## config.mk

```make
export PLATFORM = sky130hd
export DESIGN_NAME = bk_ram_arbiter
export DESIGN_NICKNAME = d
export VERILOG_FILES = /design/src/rtl/bk_mem_pkg.sv /design/src/rtl/bk_ram_lanes.sv /design/src/rtl/bk_ram_arbiter.sv
export SDC_FILE = /design/constraint.sdc
export NUM_CORES = 1
export LEC_CHECK = 0
export CAP_MARGIN = 20
export CORE_MARGIN = 4
export CORE_UTILIZATION = 48
export CTS_BUF_LIST = sky130_fd_sc_hd__clkbuf_4
export CTS_CLUSTER_DIAMETER = 30
export DETAILED_ROUTE_END_ITERATION = 16
export GPL_ROUTABILITY_DRIVEN = 0
export MAX_ROUTING_LAYER = met4
export PLACE_DENSITY = 0.87
export SYNTH_ARGS = -nofsm -noshare
export SYNTH_HDL_FRONTEND = slang
export SYNTH_SLANG_ARGS = --single-unit
```

## constraint.sdc

```tcl
create_clock -name clk -period 6.2 [get_ports clk]
set_input_delay 1.55 -clock clk [delete_from_list [all_inputs] [get_ports clk]]
set_output_delay 1.55 -clock clk [all_outputs]
set_load 0.005 [all_outputs]
```

## src/rtl/bk_mem_pkg.sv

```systemverilog
// Shared definitions for the SRAM arbiter: access FSM states and the
// default number of SRAM wait states.
package bk_mem_pkg;

    localparam int WAIT_STATES_DEF = 1;

    typedef enum logic [2:0] {
        S_IDLE      = 3'd0,
        S_VRD       = 3'd1,
        S_CRD       = 3'd2,
        S_CWR_SETUP = 3'd3,
        S_CWR       = 3'd4,
        S_CWR_HOLD  = 3'd5,
        S_CREPLY    = 3'd6
    } state_t;

endpackage

```

## src/rtl/bk_ram_lanes.sv

```systemverilog
// Byte-lane decode for the 16-bit SRAM.
// Ports: i_byte (byte access), i_adr0 (lane select), i_wr (write access),
//        o_ub_n / o_lb_n (active-low lane enables).
// Reads always enable both lanes; the core extracts the byte itself.
module bk_ram_lanes (
    input  logic i_byte,
    input  logic i_adr0,
    input  logic i_wr,
    output logic o_ub_n,
    output logic o_lb_n
);

    logic w_byte_wr;

    assign w_byte_wr = i_byte & i_wr;
    assign o_ub_n    = w_byte_wr & ~i_adr0;
    assign o_lb_n    = w_byte_wr & i_adr0;

endmodule

```

## src/rtl/bk_ram_arbiter.sv

```systemverilog
// Shares one 16-bit async SRAM between the CPU memory port and the video
// scan-out fetcher, driving the SRAM pins from a registered access FSM.
// Ports: clk/reset; CPU cpu_rd/cpu_wt/cpu_byte/cpu_adr/cpu_data_i in,
//        cpu_data_o/cpu_reply out; video vid_req/vid_adr in,
//        vid_data/vid_ack out; SRAM sram_a/sram_dq_o/sram_dq_oe/
//        sram_oe_n/sram_we_n/sram_ub_n/sram_lb_n out, sram_dq_i in.
module bk_ram_arbiter
    import bk_mem_pkg::*;
#(
    parameter int WAIT_STATES = WAIT_STATES_DEF,
    parameter int AW          = 18
) (
    input  logic          clk,
    input  logic          reset,
    input  logic          cpu_rd,
    input  logic          cpu_wt,
    input  logic          cpu_byte,
    input  logic [AW-1:0] cpu_adr,
    input  logic [15:0]   cpu_data_i,
    output logic [15:0]   cpu_data_o,
    output logic          cpu_reply,
    input  logic          vid_req,
    input  logic [AW-1:0] vid_adr,
    output logic [15:0]   vid_data,
    output logic          vid_ack,
    output logic [AW-2:0] sram_a,
    output logic [15:0]   sram_dq_o,
    output logic          sram_dq_oe,
    input  logic [15:0]   sram_dq_i,
    output logic          sram_oe_n,
    output logic          sram_we_n,
    output logic          sram_ub_n,
    output logic          sram_lb_n
);

    localparam int CW = $clog2(WAIT_STATES + 1) + 1;
    localparam logic [CW-1:0] CNT_INIT = CW'(WAIT_STATES);

    state_t          r_state;
    logic [CW-1:0]   r_cnt;
    logic            r_last_vid;
    logic [AW-2:0]   r_a;
    logic [15:0]     r_dq_o;
    logic            r_dq_oe;
    logic            r_oe_n;
    logic            r_we_n;
    logic            r_ub_n;
    logic            r_lb_n;
    logic [15:0]     r_cpu_data;
    logic [15:0]     r_vid_data;
    logic            r_cpu_reply;
    logic            r_vid_ack;

    logic            w_cpu_pend;
    logic            w_vid_win;
    logic            w_ub_n;
    logic            w_lb_n;
    logic            w_unused_vid_a0;

    // Video word fetches ignore the byte bit.
    assign w_unused_vid_a0 = vid_adr[0];

    assign w_cpu_pend = cpu_rd | cpu_wt;
    // Video wins unless it had the previous slot and the CPU is waiting.
    assign w_vid_win  = vid_req & ~(r_last_vid & w_cpu_pend);

    bk_ram_lanes u_lanes (
        .i_byte (cpu_byte),
        .i_adr0 (cpu_adr[0]),
        .i_wr   (cpu_wt),
        .o_ub_n (w_ub_n),
        .o_lb_n (w_lb_n)
    );

    always_ff @(posedge clk or posedge reset) begin
        if (reset) begin
            r_state     <= S_IDLE;
            r_cnt       <= '0;
            r_last_vid  <= 1'b0;
            r_a         <= '0;
            r_dq_o      <= '0;
            r_dq_oe     <= 1'b0;
            r_oe_n      <= 1'b1;
            r_we_n      <= 1'b1;
            r_ub_n      <= 1'b1;
            r_lb_n      <= 1'b1;
            r_cpu_data  <= '0;
            r_vid_data  <= '0;
            r_cpu_reply <= 1'b0;
            r_vid_ack   <= 1'b0;
        end else begin
            r_vid_ack <= 1'b0;
            unique case (r_state)
                S_IDLE: begin
                    if (w_vid_win) begin
                        r_state    <= S_VRD;
                        r_last_vid <= 1'b1;
                        r_a        <= vid_adr[AW-1:1];
                        r_oe_n     <= 1'b0;
                        r_ub_n     <= 1'b0;
                        r_lb_n     <= 1'b0;
                        r_cnt      <= CNT_INIT;
                    end else if (cpu_wt) begin
                        r_state    <= S_CWR_SETUP;
                        r_last_vid <= 1'b0;
                        r_a        <= cpu_adr[AW-1:1];
                        r_dq_o     <= cpu_data_i;
                        r_dq_oe    <= 1'b1;
                        r_ub_n     <= w_ub_n;
                        r_lb_n     <= w_lb_n;
                    end else if (cpu_rd) begin
                        r_state    <= S_CRD;
                        r_last_vid <= 1'b0;
                        r_a        <= cpu_adr[AW-1:1];
                        r_oe_n     <= 1'b0;
                        r_ub_n     <= w_ub_n;
                        r_lb_n     <= w_lb_n;
                        r_cnt      <= CNT_INIT;
                    end
                end
                S_VRD, S_CRD: begin
                    if (r_cnt == '0) begin
                        r_oe_n <= 1'b1;
                        r_ub_n <= 1'b1;
                        r_lb_n <= 1'b1;
                        if (r_state == S_VRD) begin
                            r_vid_data <= sram_dq_i;
                            r_vid_ack  <= 1'b1;
                            r_state    <= S_IDLE;
                        end else begin
                            r_cpu_data  <= sram_dq_i;
                            r_cpu_reply <= 1'b1;
                            r_state     <= S_CREPLY;
                        end
                    end else begin
                        r_cnt <= r_cnt - 1'b1;
                    end
                end
                S_CWR_SETUP: begin
                    r_we_n  <= 1'b0;
                    r_cnt   <= CNT_INIT;
                    r_state <= S_CWR;
                end
                S_CWR: begin
                    if (r_cnt == '0) begin
                        r_we_n  <= 1'b1;
                        r_state <= S_CWR_HOLD;
                    end else begin
                        r_cnt <= r_cnt - 1'b1;
                    end
                end
                S_CWR_HOLD: begin
                    // Data held one cycle past we_n rising for hold time.
                    r_dq_oe     <= 1'b0;
                    r_ub_n      <= 1'b1;
                    r_lb_n      <= 1'b1;
                    r_cpu_reply <= 1'b1;
                    r_state     <= S_CREPLY;
                end
                S_CREPLY: begin
                    // Waiting for strobes to drop doubles as bus turnaround.
                    if (!w_cpu_pend) begin
                        r_cpu_reply <= 1'b0;
                        r_state     <= S_IDLE;
                    end
                end
                default: begin
                    r_state <= S_IDLE;
                end
            endcase
        end
    end

    assign cpu_data_o = r_cpu_data;
    assign cpu_reply  = r_cpu_reply;
    assign vid_data   = r_vid_data;
    assign vid_ack    = r_vid_ack;
    assign sram_a     = r_a;
    assign sram_dq_o  = r_dq_o;
    assign sram_dq_oe = r_dq_oe;
    assign sram_oe_n  = r_oe_n;
    assign sram_we_n  = r_we_n;
    assign sram_ub_n  = r_ub_n;
    assign sram_lb_n  = r_lb_n;

endmodule

```

==> reports/metrics.yaml, run 1 <==
power_and_ir_drop:
  p_leak_nw: 2.188
  vdd.ir_drop.worst_mv: 0.2268
  power_mw: 2.444
  powerDensity_mw_per_mm2: 478.0
routing:
  drt-total-wl_mm: 8.411
  vias_per_cell: 5.090
  drt_iter0_drc: 99
  vias: 2596
  drc_errors: 0
  postRouteAntennaNets: 0
  dr.pass1.iters: 6
  wl_per_cell_um: 16.49
min_path:
  holdPathStages: 2
  min_to: "sram_we_n$_DFFE_PP1P_"
  hp-start: "sram_we_n$_DFFE_PP1P_"
  worst_hold_path_type: "flip-flop to flip-flop"
clocking:
  cts_buffers: 9
  insertion_delay_ps: 420
  cts_max_level: 3
  post-cts-setup-buffer-count: 0
  path_clk_slew_ps: 130
  cts_root_buf: "clkbuf_4"
  cts_tree: "built"
  cts.sinks: 78
  ctsHoldBuffers: 0
  postCtsResizedCells: 0
  clock_tree.buffer_depth: 2
sta:
  clock-skew-final_ps: 28.36
  tightest_slew_ps: 951.0
  setup_tns_ps: 0
  setup_viol: 0
  period_needed_ps: 3044
  fin_crit_sh_pct: 49.09
  finalMaxSlewViolations: 0
  relSlewSlack_pct: 36.60
  hold_viol_final: 0
  holdWs_ps: 480.0
  rsz0062_at_grt: "false"
  fmax_mhz: 328.6
grt:
  gr-total-overflow: 0
  grt_pass1_vias: 2642
  grt_max_degree: 79
  grtUsageTotal_pct: 20.43
  antenna_found_initial: 0
  grt_pass1_wl_mm: 13.35
worst_setup_path:
  worst_path_dominant_cell_family: "flip-flops"
  cp_slowest_stage_delay_ps: 550
  critPathBufInv: 1
  critical_path_peak_fanout: 2
  endpoint_kind: "output port"
  reg2regPathDepth: 5
  critPathKind: "flip-flop to output port"
  r2r_start: "r_cnt[0]$_DFFE_PP0P_"
  slowest_stage: "dfstp_2"
  r2r_slack_ps: 4000
  crit_arrival_ps: 1490
  path_cells: "clkdlybuf4s50_1"
  required_ps: 4650
  timing.rr.end: "vid_data[2]$_DFFE_PP0P_"
  start_kind: "flip-flop"
die:
  chipHeight_um: 93.27
  core_mm2: 0.006944
  die_x_um: 93.27
  num_rows: 30
  design.portCount: 146
  fp.dieArea_mm2: 0.008698
  start_util_pct: 50.25
cells_and_area:
  fillers: 470
  area_growth_pct: 46.54
  layout.nets: 484
  multi_input_area_mm2: 0.001365
  antenna_cells: 0
  fin_cells: 510
  seq_area_mm2: 0.001957
  drive_gt1_share_pct: 20.05
synthesis:
  synth-seq-cells: 78
  yosysUniqueCellTypes: 34
  synth.largest_area_cell: "dfrtp_1"
  syn_nets: 344
  synth_commonest_cells: "74 x dfrtp_1, 42 x mux2_2, 23 x nor2_1"
  async_reset_ff_share_pct: 100.0
  synth_area_leaders: "dfrtp_1 53%, mux2_2 14%, mux2i_1 4.9%, mux2_4 4.3%, a21oi_1 3.2%"
  ys.flop_type: "dfrtp_1"
  synthCells: 269
  synth_edf_count: 0
  synth_area_per_cell_um2: 12.97
  yosysWarnings: 0
  synth.top_cell.area_share_pct: 53.07
  seq_area_frac_synth_pct: 56.08
  synth.most_common_cell: "dfrtp_1"
  synth_area_mm2: 0.003490
placed_design:
  dp.final_hpwl_mm: 6.202
  dpl.cell_count: 493
  portBuffers: 144
job:
  cap_violations: 0
outcome:
  status: "complete, no violations"
[registers in the layout (all words and copies together) (netlist names)]
name,cells
vid_data,16
vid_ack,1
sram_we_n,1
sram_dq_o,16
r_last_vid,1
cpu_reply,1
sram_ub_n,1
sram_lb_n,1
sram_oe_n,1
sram_a,17
r_cnt,2
r_state,3
sram_dq_oe,1
cpu_data_o,16
[area by class of cell]
cell class | count | share of cell area (%)
sequential | 78 | 38.27
tap | 96 | 2.349
inverter | 7 | 0.5138
timing repair buffer | 146 | 28.87
clock buffer | 10 | 1.468
multi-input combinational | 167 | 26.69
clock inverter | 6 | 1.835
[layer usage]
metal / vias to the layer above / global-route usage (%) / part of all wire, %
met5: - / - / 0
li1: 1233 / - / -
met1: 1245 / 24.95 / 40
met2: 103 / 33.65 / 52
met4: 0 / 8.791 / 2.6
met3: 15 / 3.379 / 5.9
[kinds of logic after synthesis]
family                   synth area share, %
AO/OA/AOI/OAI                          8.319
XOR/XNOR                              0.2510
adder cells (fa/ha/maj)               0.3585
buffers and inverters                  4.805
flip-flops                             56.08
multiplexers                           22.73
AND/OR/NAND/NOR                        7.458
[placed cells by master, fill, tap and decap left out]
| cell | netlist | layout |
|---|---|---|
| o21ai_1 | 2 | 2 |
| nor3b_1 | 1 | 1 |
| o221ai_1 | 3 | 3 |
| or2_4 | 1 | 1 |
| mux2_2 | 42 | 42 |
| nor2_1 | 23 | 23 |
| bufinv_16 | 0 | 2 |
| inv_1 | 7 | 6 |
| clkbuf_4 | 0 | 10 |
| inv_6 | 0 | 1 |
| buf_4 | 5 | 1 |
| nand2_1 | 10 | 10 |
| a221oi_2 | 1 | 1 |
| nand2b_1 | 4 | 4 |
| nor3_4 | 2 | 2 |
| clkinv_4 | 0 | 2 |
| dfstp_2 | 4 | 4 |
| mux2i_1 | 17 | 17 |
| xor2_1 | 1 | 1 |
| a2111oi_0 | 2 | 2 |
| inv_2 | 0 | 1 |
| o21ai_0 | 9 | 9 |
| o21ai_2 | 1 | 1 |
| nand2_4 | 1 | 1 |
| nor2_4 | 1 | 1 |
| clkinvlp_4 | 0 | 1 |
| nand3_1 | 2 | 2 |
| a21oi_1 | 22 | 22 |
| buf_16 | 0 | 1 |
| clkdlybuf4s50_1 | 0 | 144 |
| mux2_4 | 10 | 10 |
| dfrtp_1 | 74 | 74 |
| a211oi_1 | 1 | 1 |
| nand3_4 | 1 | 1 |
| nor2b_1 | 2 | 2 |
| a31oi_1 | 3 | 3 |
| o21a_1 | 1 | 1 |
| a2bb2oi_1 | 2 | 2 |
| ha_1 | 1 | 1 |
| o22ai_1 | 1 | 1 |
[worst min-delay path, delay by kind of cell (launching register included)]
kind          cells  cell delay [ps]
flops             1              400
simple gates      2              100
[stage by stage]
stage / utilization [%] / setup slack [ps] / cell area [um^2]
6_report: 73.64 / 3156 / 5114
5_1_grt: 73.64 / 3075 / 5114
4_1_cts: 73.24 / 2902 / 5086
3_5_place_dp: 70.81 / 2489 / 4917
3_3_place_gp: 70.81 / 2565 / 4917
2_1_floorplan: - / 2662 / 3490
[worst max-delay path by stage]
stage          depth (start not counted)                   from  slack [ps]                   endpoint
2_1_floorplan                          1                  reset        2660  cpu_data_o[0]$_DFFE_PP0P_
3_3_place_gp                           4                 cpu_wt        2560     sram_a[16]$_DFFE_PP0P_
3_5_place_dp                           5                 cpu_wt        2490      sram_a[1]$_DFFE_PP0P_
4_1_cts                                5                 cpu_wt        2900      sram_a[5]$_DFFE_PP0P_
5_1_grt                                5                 cpu_wt        3070       r_cnt[1]$_DFFE_PP0P_
6_report                               1  sram_lb_n$_DFFE_PP1P_        3160                  sram_lb_n
[power by group]
part,switching [mW],internal (mW)
clock network,0.183,0.171
logic,0.413,0.735
registers,0.182,0.761
Power figures use the tool's default switching activity.
==> inputs of run 2 (changes only) <==
--- a/config.mk
+++ b/config.mk
@@ -7,13 +7,13 @@
 export LEC_CHECK = 0
 export CAP_MARGIN = 20
 export CORE_MARGIN = 4
-export CORE_UTILIZATION = 48
+export CORE_UTILIZATION = 44
 export CTS_BUF_LIST = sky130_fd_sc_hd__clkbuf_4
 export CTS_CLUSTER_DIAMETER = 30
 export DETAILED_ROUTE_END_ITERATION = 16
 export GPL_ROUTABILITY_DRIVEN = 0
 export MAX_ROUTING_LAYER = met4
-export PLACE_DENSITY = 0.87
+export PLACE_DENSITY = 0.8
 export SYNTH_ARGS = -nofsm -noshare
 export SYNTH_HDL_FRONTEND = slang
 export SYNTH_SLANG_ARGS = --single-unit
==> constraint.sdc (replaced) <==
create_clock -name clk -period 2.9 [get_ports clk]
set_input_delay 0.725 -clock clk [delete_from_list [all_inputs] [get_ports clk]]
set_output_delay 0.725 -clock clk [all_outputs]
set_load 0.005 [all_outputs]
==> reports/metrics.yaml, run 2 (same netlist as run 1, synthesis figures left out) <==
die:
  die_x_um: 97.06  # was 93.27 um
  num_rows: 32  # was 30
  chipHeight_um: 97.06  # was 93.27 um
  core_mm2: 0.007727  # was 0.006944 mm^2
  design.portCount: 146  # unchanged
  fp.dieArea_mm2: 0.009420  # was 0.008698 mm^2
  start_util_pct: 45.16  # was 50.25%
placed_design:
  portBuffers: 144  # unchanged
  dp.final_hpwl_mm: 6.442  # was 6.202 mm
  dp_worst_setup_slack_ps: 389.2  # was 2489 ps
clocking:
  insertion_delay_ps: 430  # was 420 ps
  cts.sinks: 78  # unchanged
  ctsHoldBuffers: 0  # unchanged
  cts_tree: "built"  # unchanged
  cts_root_buf: "clkbuf_4"  # unchanged
  cts_max_level: 3  # unchanged
  clock_tree.buffer_depth: 2  # unchanged
  post-cts-setup-buffer-count: 0  # unchanged
  cts_buffers: 9  # unchanged
  path_clk_slew_ps: 130  # about the same
  postCtsResizedCells: 0  # unchanged
grt:
  gr-total-overflow: 0  # unchanged
  grt_max_degree: 36  # was 79
  antenna_found_initial: 0  # unchanged
  grtUsageTotal_pct: 19.08  # was 20.43%
  grt_pass1_vias: 2827  # was 2642
  grt_pass1_wl_mm: 14.02  # was 13.35 mm
worst_setup_path:
  reg2regPathDepth: 5  # unchanged
  path_depth: 1  # unchanged
  worst_path_dominant_cell_family: "flip-flops"  # unchanged
  start_kind: "flip-flop"  # unchanged
  critical_path.endpoint: "sram_lb_n"  # unchanged
  critPathBufInv: 1  # unchanged
  slowest_stage: "dfstp_2"  # unchanged
  critPathKind: "flip-flop to output port"  # unchanged
  path_cells: "clkdlybuf4s50_1"  # unchanged
  endpoint_kind: "output port"  # unchanged
  crit_arrival_ps: 1510  # was 1490 ps
  critical_path_peak_fanout: 2  # unchanged
  timing.critical_path.from: "sram_lb_n$_DFFE_PP1P_"  # unchanged
  r2r_slack_ps: 890  # was 4000 ps
  timing.rr.end: "cpu_data_o[13]$_DFFE_PP0P_"  # was vid_data[2]$_DFFE_PP0P_
  cp_slowest_stage_delay_ps: 550  # about the same
  required_ps: 2170  # was 4650 ps
  r2r_start: "r_cnt[0]$_DFFE_PP0P_"  # unchanged
sta:
  setup_tns_ps: 0  # unchanged
  rsz0062_at_grt: "false"  # unchanged
  fin_crit_sh_pct: 76.95
  fmax_mhz: 448.1
  period_needed_ps: 2232
  tightest_slew_ps: 665.0  # was 951.0 ps
  setup_ws_ps: 668.4  # was 3156 ps
  hold_viol_final: 0  # unchanged
  clock-skew-final_ps: 27.77  # was 28.36 ps
  finalMaxSlewViolations: 0  # unchanged
  relSlewSlack_pct: 55.67  # was 36.60%
  setup_viol: 0  # unchanged
  holdWs_ps: 473.8  # was 480.0 ps
routing:
  vias: 2630  # was 2596
  drt-total-wl_mm: 8.318  # was 8.411 mm
  dr.pass1.iters: 4  # was 6
  vias_per_cell: 5.048  # was 5.090
  drc_errors: 0  # unchanged
  wl_per_cell_um: 15.97  # was 16.49 um
  drt_iter0_drc: 90  # was 99
  postRouteAntennaNets: 0  # unchanged
job:
  cap_violations: 0  # unchanged
cells_and_area:
  layout_common_cells: "144 x clkdlybuf4s50_1, 74 x dfrtp_1, 42 x mux2_2"  # unchanged
  antenna_cells: 0  # unchanged
  largest_reg_flops: 17  # unchanged
  fillers: 577  # was 470
  area_growth_pct: 46.36  # was 46.54%
  final_common_cell: "clkdlybuf4s50_1"  # unchanged
  drive_gt1_share_pct: 21.00  # was 20.05%
  layout.nets: 489  # was 484
power_and_ir_drop:
  powerDensity_mw_per_mm2: 984.6  # was 478.0 mW/mm^2
  p_leak_nw: 2.188  # about the same
  vdd.ir_drop.worst_mv: 0.4505  # was 0.2268 mV
  power_mw: 5.029  # was 2.444 mW
outcome:
  status: "complete, no violations"  # unchanged
min_path:
  worst_hold_path_type: "flip-flop to flip-flop"  # unchanged
-- run 2: cell types whose count changed in the layout (fill, tap and decap cells not counted), sizes merged --
cell,before,now
inv,8,10
clkinvlp,1,2
bufinv,2,0
buf,2,7
clkbuf,10,9
-- run 2: per-layer routing --
layer  GRT usage [%]  vias to the layer above  routed length (um)
li1                -                     1239                   -
met5               -                        -                   0
met3           3.518                       14                 377
met4           7.775                        0                 187
met2           32.54                       82                4373
met1           22.29                     1295                3380
-- run 2: area by class of cell --
type	instances	area (um^2)	share of cell area (%)
Inverter	7	26.28	0.5145
Sequential cell	78	1957	38.31
Multi-Input combinational cell	167	1365	26.73
Timing Repair Buffer	151	1506	29.50
Tap cell	102	127.6	2.499
Clock buffer	9	67.56	1.323
Clock inverter	7	57.56	1.127
-- run 2: power by group --
group | total, mW | switching [mW] | leakage [nW] | internal [mW]
logic | 2.42 | 0.864 | 1.21 | 1.55
registers | 2.00 | 0.378 | 0.917 | 1.63
clock network | 0.606 | 0.418 | 0.0648 | 0.188
-- run 2: how the worst min path moves through the flow --
stage,start,to,cells past startpoint,slack (ps)
6_report,sram_we_n$_DFFE_PP1P_,sram_we_n$_DFFE_PP1P_,2,470
5_1_grt,sram_we_n$_DFFE_PP1P_,sram_we_n$_DFFE_PP1P_,2,520
4_1_cts,sram_we_n$_DFFE_PP1P_,sram_we_n$_DFFE_PP1P_,2,480
3_5_place_dp,sram_we_n$_DFFE_PP1P_,sram_we_n$_DFFE_PP1P_,2,460
3_3_place_gp,sram_we_n$_DFFE_PP1P_,sram_we_n$_DFFE_PP1P_,2,460
2_1_floorplan,sram_we_n$_DFFE_PP1P_,sram_we_n$_DFFE_PP1P_,2,450
-- run 2: metrics by stage --
stage	util (%)	cells	instance area, um^2
floorplan	-	269	3490
global placement	64.48	505	4982
detailed placement	64.48	505	4982
CTS	66.09	521	5107
global route	66.09	521	5107
finish	66.09	521	5107
==> inputs of run 3 (changes only) <==
==> constraint.sdc (replaced) <==
create_clock -name clk -period 2.2 [get_ports clk]
set_input_delay 0.55 -clock clk [delete_from_list [all_inputs] [get_ports clk]]
set_output_delay 0.55 -clock clk [all_outputs]
set_load 0.005 [all_outputs]
==> reports/metrics.yaml, run 3 (same netlist as run 1, synthesis figures left out) <==
worst_setup_path:
  critical_path.endpoint: "sram_lb_n"  # unchanged
  crit_arrival_ps: 1500  # was 1510 ps
  cp_slowest_stage_delay_ps: 560  # was 550 ps
  critical_path_peak_fanout: 2  # unchanged
  critPathBufInv: 1  # unchanged
  critPathKind: "flip-flop to output port"  # unchanged
  path_depth: 1  # unchanged
  start_kind: "flip-flop"  # unchanged
  r2r_start: "r_cnt[0]$_DFFE_PP0P_"  # unchanged
  timing.critical_path.from: "sram_lb_n$_DFFE_PP1P_"  # unchanged
  reg2regPathDepth: 6  # was 5
  timing.rr.end: "vid_data[15]$_DFFE_PP0P_"  # was cpu_data_o[13]$_DFFE_PP0P_
  worst_path_dominant_cell_family: "flip-flops"  # unchanged
  required_ps: 1650  # was 2170 ps
  slowest_stage: "dfstp_2"  # unchanged
  endpoint_kind: "output port"  # unchanged
  r2r_slack_ps: 320  # was 890 ps
  path_cells: "clkdlybuf4s50_1"  # unchanged
die:
  num_rows: 32  # unchanged
  die_x_um: 97.06  # unchanged
  design.portCount: 146  # unchanged
  fp.dieArea_mm2: 0.009420  # unchanged
  chipHeight_um: 97.06  # unchanged
  start_util_pct: 45.16  # unchanged
  core_mm2: 0.007727  # unchanged
routing:
  vias_per_cell: 4.930  # was 5.048
  postRouteAntennaNets: 0  # unchanged
  dr.pass1.iters: 4  # unchanged
  drt-total-wl_mm: 8.442  # was 8.318 mm
  wl_per_cell_um: 16.08  # was 15.97 um
  vias: 2588  # was 2630
  drc_errors: 0  # unchanged
  drt_iter0_drc: 86  # was 90
sta:
  setup_viol: 0  # unchanged
  finalMaxSlewViolations: 0  # unchanged
  rsz0062_at_grt: "false"  # unchanged
  period_needed_ps: 2049
  tightest_slew_ps: 571.1  # was 665.0 ps
  setup_tns_ps: 0  # unchanged
  clock-skew-final_ps: 14.18  # was 27.77 ps
  fmax_mhz: 488.1
  hold_viol_final: 0  # unchanged
  relSlewSlack_pct: 61.92  # was 55.67%
  fin_crit_sh_pct: 93.13
power_and_ir_drop:
  intPower_mw: 4.638  # was 3.368 mW
  p_clk_share_pct: 13.6  # was 12.1%
  p_leak_nw: 2.235  # was 2.188 nW
  swShare_pct: 32.34  # was 33.02%
  powerDensity_mw_per_mm2: 1316  # was 984.6 mW/mm^2
  power_frac_comb_pct: 48.1  # about the same
  power_frac_seq_pct: 38.3  # was 39.9%
  vdd.ir_drop.worst_mv: 0.7954  # was 0.4505 mV
  p_sw_mw: 2.217  # was 1.660 mW
cells_and_area:
  post-route-cell-area_mm2: 0.005209  # was 0.005107 mm^2
  fillers: 551  # was 577
  largest_reg_flops: 17  # unchanged
  antenna_cells: 0  # unchanged
  layout.nets: 493  # was 489
  final_common_cell: "clkdlybuf4s50_1"  # unchanged
  drive_gt1_share_pct: 21.75  # was 21.00%
  area_growth_pct: 49.27  # was 46.36%
  layout_common_cells: "144 x clkdlybuf4s50_1, 74 x dfrtp_1, 42 x mux2_2"  # unchanged
clocking:
  clock_tree.buffer_depth: 2  # unchanged
  postCtsResizedCells: 0  # unchanged
  ctsHoldBuffers: 0  # unchanged
  cts_tree: "built"  # unchanged
  insertion_delay_ps: 420  # was 430 ps
  cts.sinks: 78  # unchanged
  post-cts-setup-buffer-count: 0  # unchanged
  cts_max_level: 3  # unchanged
  path_clk_slew_ps: 140  # was 130 ps
  cts_buffers: 9  # unchanged
  cts_root_buf: "clkbuf_4"  # unchanged
grt:
  grt_max_degree: 36  # unchanged
  antenna_found_initial: 0  # unchanged
  grtUsageTotal_pct: 18.97  # was 19.08%
  gr-total-overflow: 0  # unchanged
  grt_pass1_wl_mm: 13.93  # was 14.02 mm
  grt_pass1_vias: 2766  # was 2827
min_path:
  worst_hold_path_type: "input pin to async pin"  # was flip-flop to flip-flop
placed_design:
  dp.final_hpwl_mm: 6.510  # was 6.442 mm
  dpl_cell_area_mm2: 0.005054  # was 0.004982 mm^2
  portBuffers: 144  # unchanged
outcome:
  status: "complete, no violations"  # unchanged
job:
  cap_violations: 0  # unchanged
==> run 3: cell types whose count changed in the layout (fill, tap and decap cells not counted) <==
cell        delta
clkinvlp_4     -1
clkinv_2       -1
bufinv_16      +1
inv_2          -1
buf_4          +1
inv_6          +1
buf_12         +3
inv_8          +1
==> run 3: metrics by stage <==
stage	util (%)	power, mW	std cells	hold WS (ps)	setup WS [ps]
6_report	67.41	6.855	525	435.6	151.1
5_1_grt	67.41	7.349	525	407.7	70.56
4_1_cts	67.41	6.959	525	389.8	102.6
3_5_place_dp	65.40	5.989	509	463.5	65.80
3_3_place_gp	65.40	5.862	509	459.4	137.2
2_1_floorplan	-	4.244	269	453.7	494.0
==> run 3: worst min-delay path by stage <==
stage,depth (start not counted),end,slack [ps],startpoint
floorplan,2,sram_we_n$_DFFE_PP1P_,450,sram_we_n$_DFFE_PP1P_
global placement,2,sram_we_n$_DFFE_PP1P_,460,sram_we_n$_DFFE_PP1P_
detailed placement,2,sram_we_n$_DFFE_PP1P_,460,sram_we_n$_DFFE_PP1P_
CTS,2,vid_data[5]$_DFFE_PP0P_,390,reset
global route,2,sram_dq_o[15]$_DFFE_PP0P_,410,reset
finish,2,cpu_data_o[6]$_DFFE_PP0P_,440,reset
==> run 3: final cells by class <==
class	count	area [um^2]	share of cell area (%)
flip-flops and latches	78	1957	37.57
multi-input cells	167	1365	26.21
clock inverters	7	87.58	1.681
clock buffers	9	67.56	1.297
repair buffers	155	1574	30.22
well taps	102	127.6	2.450
inverters	7	30.03	0.5765
==> run 3: layer usage <==
metal	GRT usage (%)	share of wire, %
met2	33.44	55
met5	-	0
met1	21.30	39
met4	5.940	1.8
met3	4.523	4.6
==> run 3: power groups by stage <==
stage | combinational [mW] | sequential [mW] | clock (mW)
floorplan | 1.68 | 2.56 | 0
global placement | 3.25 | 2.61 | 0
detailed placement | 3.34 | 2.65 | 0
CTS | 3.35 | 2.63 | 0.977
global route | 3.58 | 2.72 | 1.05
finish | 3.30 | 2.62 | 0.936
